## src/rtl/pow_5_result_display.sv

```systemverilog
// rtl/pow_5_result_display.sv - 8-digit multiplexed seven-segment driver for the pow_5 result bus
// Optional leading-zero blanking is enabled by defining POW_5_DISP_LEADING_ZERO_BLANK_EN.
module pow_5_result_display #(
  parameter int unsigned div_w = 16
) (
  input  logic        clk,
  input  logic        rst_n,
  input  logic [31:0] disp,
  input  logic [7:0]  disp_en,
  input  logic [7:0]  disp_dot,
  output logic [7:0]  an,
  output logic [6:0]  seg,
  output logic        dp,
  output logic        frame
);

  // Prescaler value one clock before the slot-ending tick.
  localparam logic [div_w-1:0] CNT_PRE = ~div_w'(1);

  logic [div_w-1:0] cnt_q, cnt_d;
  logic [2:0]       idx_q, idx_d;
  logic [31:0]      sh_disp_q, sh_disp_d;
  logic [7:0]       sh_en_q, sh_en_d;
  logic [7:0]       sh_dot_q, sh_dot_d;
  logic [7:0]       an_q, an_d;
  logic [6:0]       seg_q, seg_d;
  logic             dp_q, dp_d;
  logic             frame_q, frame_d;

  logic             tick;
  logic             snap;
  logic [7:0]       eff_en;
  logic [7:0]       eff_dot;
  logic [3:0]       cur_nib;
  logic             cur_en;

  assign tick = &cnt_q;
  assign snap = tick && (idx_q == 3'd7);

  // Active-low hex decode, segments ordered {g,f,e,d,c,b,a}.
  function automatic logic [6:0] hex7(input logic [3:0] nib);
    case (nib)
      4'h0: hex7 = 7'h40;
      4'h1: hex7 = 7'h79;
      4'h2: hex7 = 7'h24;
      4'h3: hex7 = 7'h30;
      4'h4: hex7 = 7'h19;
      4'h5: hex7 = 7'h12;
      4'h6: hex7 = 7'h02;
      4'h7: hex7 = 7'h78;
      4'h8: hex7 = 7'h00;
      4'h9: hex7 = 7'h10;
      4'hA: hex7 = 7'h08;
      4'hB: hex7 = 7'h03;
      4'hC: hex7 = 7'h46;
      4'hD: hex7 = 7'h21;
      4'hE: hex7 = 7'h06;
      default: hex7 = 7'h0E;
    endcase
  endfunction

`ifdef POW_5_DISP_LEADING_ZERO_BLANK_EN
  logic [7:0] lz_mask;

  // Digit i blanks when it and every more significant nibble are zero; digit 0 always shows.
  always_comb begin
    lz_mask = 8'h00;
    for (int i = 1; i < 8; i++) begin
      lz_mask[i] = ((disp >> (4 * i)) == 32'd0);
    end
    eff_en  = disp_en & ~lz_mask;
    eff_dot = disp_dot & ~lz_mask;
  end
`else
  // Enables and dots pass straight through to the snapshot.
  always_comb begin
    eff_en  = disp_en;
    eff_dot = disp_dot;
  end
`endif

  // Next-state for prescaler, scan index, snapshot and registered outputs.
  always_comb begin
    cnt_d     = cnt_q + 1'b1;
    idx_d     = tick ? idx_q + 3'd1 : idx_q;
    sh_disp_d = snap ? disp    : sh_disp_q;
    sh_en_d   = snap ? eff_en  : sh_en_q;
    sh_dot_d  = snap ? eff_dot : sh_dot_q;
    frame_d   = (cnt_q == CNT_PRE) && (idx_q == 3'd7);

    cur_nib   = sh_disp_q[{idx_q, 2'b00} +: 4];
    cur_en    = sh_en_q[idx_q];
    if (cur_en) begin
      an_d  = ~(8'h01 << idx_q);
      seg_d = hex7(cur_nib);
      dp_d  = ~sh_dot_q[idx_q];
    end else begin
      an_d  = 8'hFF;
      seg_d = 7'h7F;
      dp_d  = 1'b1;
    end
  end

  // All state; reset blanks the display and clears the snapshot.
  always_ff @(posedge clk or negedge rst_n) begin
    if (!rst_n) begin
      cnt_q     <= '0;
      idx_q     <= 3'd0;
      sh_disp_q <= 32'h0;
      sh_en_q   <= 8'h00;
      sh_dot_q  <= 8'h00;
      an_q      <= 8'hFF;
      seg_q     <= 7'h7F;
      dp_q      <= 1'b1;
      frame_q   <= 1'b0;
    end else begin
      cnt_q     <= cnt_d;
      idx_q     <= idx_d;
      sh_disp_q <= sh_disp_d;
      sh_en_q   <= sh_en_d;
      sh_dot_q  <= sh_dot_d;
      an_q      <= an_d;
      seg_q     <= seg_d;
      dp_q      <= dp_d;
      frame_q   <= frame_d;
    end
  end

  assign an    = an_q;
  assign seg   = seg_q;
  assign dp    = dp_q;
  assign frame = frame_q;

endmodule

```

## config.mk

```make
export PLATFORM = sky130hd
export DESIGN_NAME = pow_5_result_display
export DESIGN_NICKNAME = d
export VERILOG_FILES = /design/src/rtl/pow_5_result_display.sv
export SDC_FILE = /design/constraint.sdc
export NUM_CORES = 1
export LEC_CHECK = 0
export CAP_MARGIN = 25
export CORE_ASPECT_RATIO = 0.9
export CORE_MARGIN = 8
export CORE_UTILIZATION = 35
export CTS_CLUSTER_DIAMETER = 40
export DETAILED_ROUTE_END_ITERATION = 16
export DONT_BUFFER_PORTS = 1
export MAX_ROUTING_LAYER = met4
export PLACE_DENSITY = 0.48
export REMOVE_ABC_BUFFERS = 1
export SLEW_MARGIN = 20
export SYNTH_ARGS = -nofsm -noshare
export SYNTH_HDL_FRONTEND = slang
export SYNTH_SLANG_ARGS = --single-unit
```

## constraint.sdc

```tcl
create_clock -name clk -period 2.6 [get_ports clk]
set_input_delay 0.13 -clock clk [delete_from_list [all_inputs] [get_ports clk]]
set_output_delay 0.13 -clock clk [all_outputs]
set_load 0.02 [all_outputs]
```

* Word-level counts from Yosys, hierarchy flattened *
Memories as Yosys holds them, arrays and structs flattened.
Index checks and enable logic that the tools add are counted.

cells by class
  add/subtract/negate cells = 2
  $mul = 0
  div/mod/pow operators = 0
  order comparisons = 1
  eq/ne operators = 2
  shifts and indexed selects = 2
  mux-type cells = 7
  bitwise gates (word level) = 2
  reductions and logical operators = 3

operators by type and width
  cell                                                         count
  indexed part select 32 x 6 -> 4 bit                          1
  adder 16 x 1 -> 16 bit (second input constant)               1
  equality test 16 bit (second input constant)                 1
  AND reduction 16 bit                                         1
  2-to-1 mux 8 bit                                             1
  inverter 8 bit                                               1
  << shifter 1 x 3 -> 8 bit (first input constant)             1
  2-to-1 mux 7 bit                                             1
  binary-select mux 1 bit (select 3 bit)                       2
  less-than comparator 3 x 4 -> 1 bit (second input constant)  1
  adder 3 x 1 -> 3 bit (second input constant)                 1
  equality test 3 bit (second input constant)                  1
  2-to-1 mux 1 bit                                             3
  logical AND 1 bit                                            2
  inverter 1 bit                                               1

storage, ports and cells
  bits in registers = 84
  bits in latches = 0
  RAM bits = 0
  memory bits (read-only) = 112
  input bits = 50
  output and inout bits = 17
  logic and storage cells = 29
  memories = 1

memory list
  name              words  width  rd ports  clocked after Yosys merged registers in  wr ports  RTL line  source
  (name not given)  16     7      1         0                                        0         42        case (nib)

* Logic depth before layout (Yosys ltp) *
  depth after elaboration = 4
  depth in mapped cells = 10
  mapped depth without buffers = 8

* Worst setup path before layout *
No wires, ideal clock.

  path type = register to register
  from = register idx_q[0]
  to = register seg_q[3], in the netlist seg[3]
  library setup time = 77 ps
  arrival = 2114 ps
  required time = 2523 ps
  slack = 409 ps
  cell stages (with the launch flop) = 11
  path buffers = 2
  clock period less this slack = 2191 ps
  cell sequence = dfrtp_1 -> buf_2 -> buf_4 -> mux4_2 -> nand2_1 -> nand2_1 -> inv_1 -> ha_1 -> o21ai_0 -> and4b_1 -> a31oi_1

on the way
  cells in the longest elaborated chain, start to end = 3
  elaborated cells on any way between the ends = 5
  classes of those cells = shift (1); mux (3); memory (1)

RTL lines
  what                                                                                           RTL line  source
  start, declared                                                                                21        logic [2:0] idx_q, idx_d;
  start signal, assigned                                                                         118       idx_q <= idx_d;
  indexed part select 32 x 6 -> 4 bit or binary-select mux 1 bit (select 3 bit) (tied branches)  91, 92
  memory (16 x 7 bit) or 2-to-1 mux 1 bit (tied branches)                                        -
  2-to-1 mux 7 bit *                                                                             93        if (cur_en) begin
  net seg_d[3]                                                                                   26        logic [6:0] seg_q, seg_d;
  end signal, assigned                                                                           123       seg_q <= seg_d;
  end, declared                                                                                  26

The timed path passes the listed nets; every way through them passes the cells marked *. The select of a mux whose other input is x is not followed.
A chain may end at the register's enable or synchronous reset.

* Final worst setup path *
Ends and elaborated chain as after synthesis.

==> out/results.txt <==
Dividing the detail-routed wire length by the instance count gives 15.7 um. The worst setup path is captured at a register. Timing-limited maximum frequency: 427 MHz. Net switching power figure: 533 uW.

The accumulated negative setup slack was 0 ns. The tools report the cell chosen for the clock root as clkbuf_16. Area of the die: 15,000 sq um. The last element of the critical path is seg[3]$_DFF_PN1_. In this run, placement finished with an instance count of 441. The logs give 2.59 ns for the data arrival at the endpoint of the critical path and 2,556 for the via count of the first global-routing pass.

For the remaining global-route overflow, the log shows 0. In this run the mean area of a mapped cell was 13.7 sq um. The via-per-instance ratio works out to 4.65.

The total power divided by cell area is 535 nW/um^2, and the TritonCTS buffer count is 9. Relative to the synthesized area, the layout overhead comes to 24.2%. The number of warning messages in the yosys log is 0, and the flop and latch count out of synthesis is 84. The first global-routing pass estimated 13,600 um of wire.

The tools report the end of the worst register-to-register path as seg[3]$_DFF_PN1_. Final instance area: 4940 sq um. After floorplanning, the core was sized to cover 11,200 sq um. Fraction of synthesized cell area taken by the top area cell type: 0.428. The logs give 5540 um for the estimated wirelength of the detail-placed design and 2.23 nW for the static leakage. After clock tree synthesis, the flow added hold-fix buffers numbering 50. The quantity of I/O buffers inserted on ports came out at 0. The highest ir drop seen on vdd came out at 319 uV.

The number of DRC markers in iteration 0 is 68, and the setup slack on the worst flop-to-flop path is 0.26 ns. The logs give 0.035 for the combinational power share and 0 for the post-CTS setup-driven buffer insertion count. The tools report the fraction of the yosys area taken by sequential cells as 0.534. Number of core rows: 37.

The biggest area contributor in the post-synthesis netlist is dfrtp_1. For the first-pass detailed-route iteration total, the log shows 4. Across all layers, the routed design uses 2,358 vias. The commonest non-fill, non-tap cell in the layout was dfrtp_1. STA classifies the critical path startpoint as a register. The tools report the post-placement worst setup slack as 0.226 ns. The count of boundary I/O pins was 67. The final worst setup slack is 0.259 ns, and the initial antenna violation count is 0. The fraction of registers with async set/reset is 1.00. Post-CTS repair changed the size of 0 cells. For the worst-skew pair later-pin latency, the log shows 0.33 ns. For the worst setup path, the data required time is 2.85 ns.

The run gives 0.00719 ns as the worst-case clock skew. For the initial standard-cell utilization of the core, the log shows 0.353. The clock net in this run drives a total of 84 sinks. The run gives 85 as the pin count of the biggest net entering global routing. The flow ran to the end, and the final reports show no timing, DRC or antenna violations. In this run the number of H-tree levels came out at 3. Overall power consumption after layout is estimated at 2.64 mW. The layout has 1,044 filler cells.

In this run the critical register-to-register path is launched from idx_q[0]$_DFFE_PN0P_. The tools report the total count of hold-check failures in the final report as 0. Clock-pin slew was measured on the worst setup and hold paths at 0.06 ns.

After the last flow step, the layout net total stands at 410. TritonCTS built the clock tree. The count of cells in the finished layout, fillers not included, comes to 507.

The sequential cell fraction of total power was 0.496. The most used flip-flop cell after synthesis is dfrtp_1. The critical path start-end classification was reg2reg.

In this run the cell area measured after placement is 4130 sq um. The proportion of layout cells with a drive suffix above 1 works out to 0.288. Setup repair after global routing left no endpoint under its margin.

The number of max-slew violations in the final report is 0, and the remaining number of nets flagged by the antenna check after routing is 0. Counting every instance in the synthesized netlist gives 290. Max-cap check violation count: 0. The clock passes through at most 2 buffers.

The worst hold path belongs to the class in2async. The residual DRC count is 0, and the depth of the worst register-to-register path is 9. The count of inserted antenna diode cells is 0, and the proportion of power drawn by the clock network is 0.470.

In this run the worst setup path begins at idx_q[0]$_DFFE_PN0P_. Total routing usage reported by global routing: 0.120. The internal power of the cells totals 2.11 mW. The total of endpoints with negative setup slack in the final report is 0, and the biggest fanout along the worst timing path is 18.

By area the synthesized netlist is led by dfrtp_1 43%, dfstp_2 11%, mux2_2 9.6%. The horizontal die dimension was 128 um. The routed wire length was 7980 um; the count of flip-flops with a built-in enable after synthesis was 0. Routability-driven placement finished with a final weighted congestion of 0.779. The netlist uses 39 different library cells. The ratio of final minimum period to clock period was 0.900.

At the pin with the least slew margin, the transition time is 0.430 ns. The library cells used most frequently in the layout, excluding fill and tap cells, are 68 x dfrtp_1, 49 x dlygate4sd3_1, 34 x mux2_2. The net switching fraction of the power works out to 0.202. The clock period minus worst slack was 2.34 ns; the die boundary height was 117 um. The remaining max-slew budget at the tightest pin was 0.711. The synthesized netlist occupies a cell area of 3980 sq um.
==> cell families (layout without fill, tap and decap cells) <==
| family | Yosys count | after routing | share of synthesized area |
|---|---|---|---|
| fa+ha+maj | 14 | 14 | 0.0441 |
| flops | 84 | 84 | 0.534 |
| simple gates | 65 | 65 | 0.0784 |
| mux | 71 | 71 | 0.243 |
| buf+inv | 24 | 85 | 0.0365 |
| compound gates | 17 | 17 | 0.0315 |
| xor+xnor | 15 | 15 | 0.0330 |
==> routing by layer <==
metal,vias to the layer above,GRT usage,part of all wire
li1,1137,-,-
met1,1161,0.161,0.51
met2,48,0.173,0.45
met3,12,0.0263,0.029
met4,0,0.0522,0.016
met5,-,-,0
==> synthesized netlist by cell type, types with 2 or more instances <==
cell       number
dfstp_2        16
nor2_1         14
or3_1           3
dfrtp_1        68
buf_4           3
mux2i_1         8
inv_1          12
buf_12          2
xor2_1          9
nand2_1        25
mux2_2         34
xnor2_1         6
mux4_2          9
mux2_4         20
o21ai_0         5
ha_1           14
o221ai_1        5
buf_2           3
nand3_1        10
a2bb2o_1        2
a2bb2oi_1       2
nor3_1          3
==> state kept, by name (all words and copies together) (netlist names) <==
register,cells
an,8
cnt_q,16
dp,1
frame,1
idx_q,3
seg,7
sh_disp_q,32
sh_dot_q,8
sh_en_q,8
==> final cells by class <==
cell class / count / area [sq um] / area share
clock buffers: 12 / 236 / 0.0479
clock inverters: 4 / 51.3 / 0.0104
inverters: 13 / 48.8 / 0.00988
multi-input cells: 182 / 1710 / 0.346
flip-flops and latches: 84 / 2120 / 0.430
well taps: 156 / 195 / 0.0395
repair buffers: 56 / 576 / 0.117
==> worst min path at each step <==
stage | start | end | slack (ns) | cells after the start
floorplan | rst_n | cnt_q[0]$_DFF_PN0_ | -0.17 | 0
global placement | rst_n | sh_dot_q[2]$_DFFE_PN0P_ | -0.16 | 0
detailed placement | rst_n | sh_dot_q[0]$_DFFE_PN0P_ | -0.16 | 0
CTS | rst_n | idx_q[0]$_DFFE_PN0P_ | 0.39 | 2
global route | rst_n | sh_en_q[7]$_DFFE_PN0P_ | 0.41 | 2
finish | rst_n | sh_en_q[7]$_DFFE_PN0P_ | 0.38 | 2
==> per-stage QoR <==
step	utilization	hold slack, ns
global route	0.439	0.412
floorplan	-	-0.166
CTS	0.439	0.393
detailed placement	0.367	-0.162
global placement	0.367	-0.162
finish	0.439	0.385
==> power groups by stage <==
| stage | Combinational (mW) | Sequential [mW] | Clock [mW] |
|---|---|---|---|
| 6_report | 0.0914 | 1.31 | 1.24 |
| 5_1_grt | 0.102 | 1.31 | 1.34 |
| 4_1_cts | 0.0940 | 1.31 | 1.29 |
| 3_5_place_dp | 0.00108 | 1.33 | 0 |
| 3_3_place_gp | 0.00108 | 1.33 | 0 |
| 2_1_floorplan | 0.00108 | 1.33 | 0 |
==> worst max-delay path, cell delays in order (launching register included) <==
cell and delay (ns):
dfrtp_1 0.35, buf_4 0.32, mux4_2 0.54, nand2_1 0.08, nand2_1 0.15, inv_1 0.17
ha_1 0.18, o21ai_0 0.08, and4b_1 0.20, a31oi_1 0.18
No activity file was read; power rests on OpenSTA's default activity.
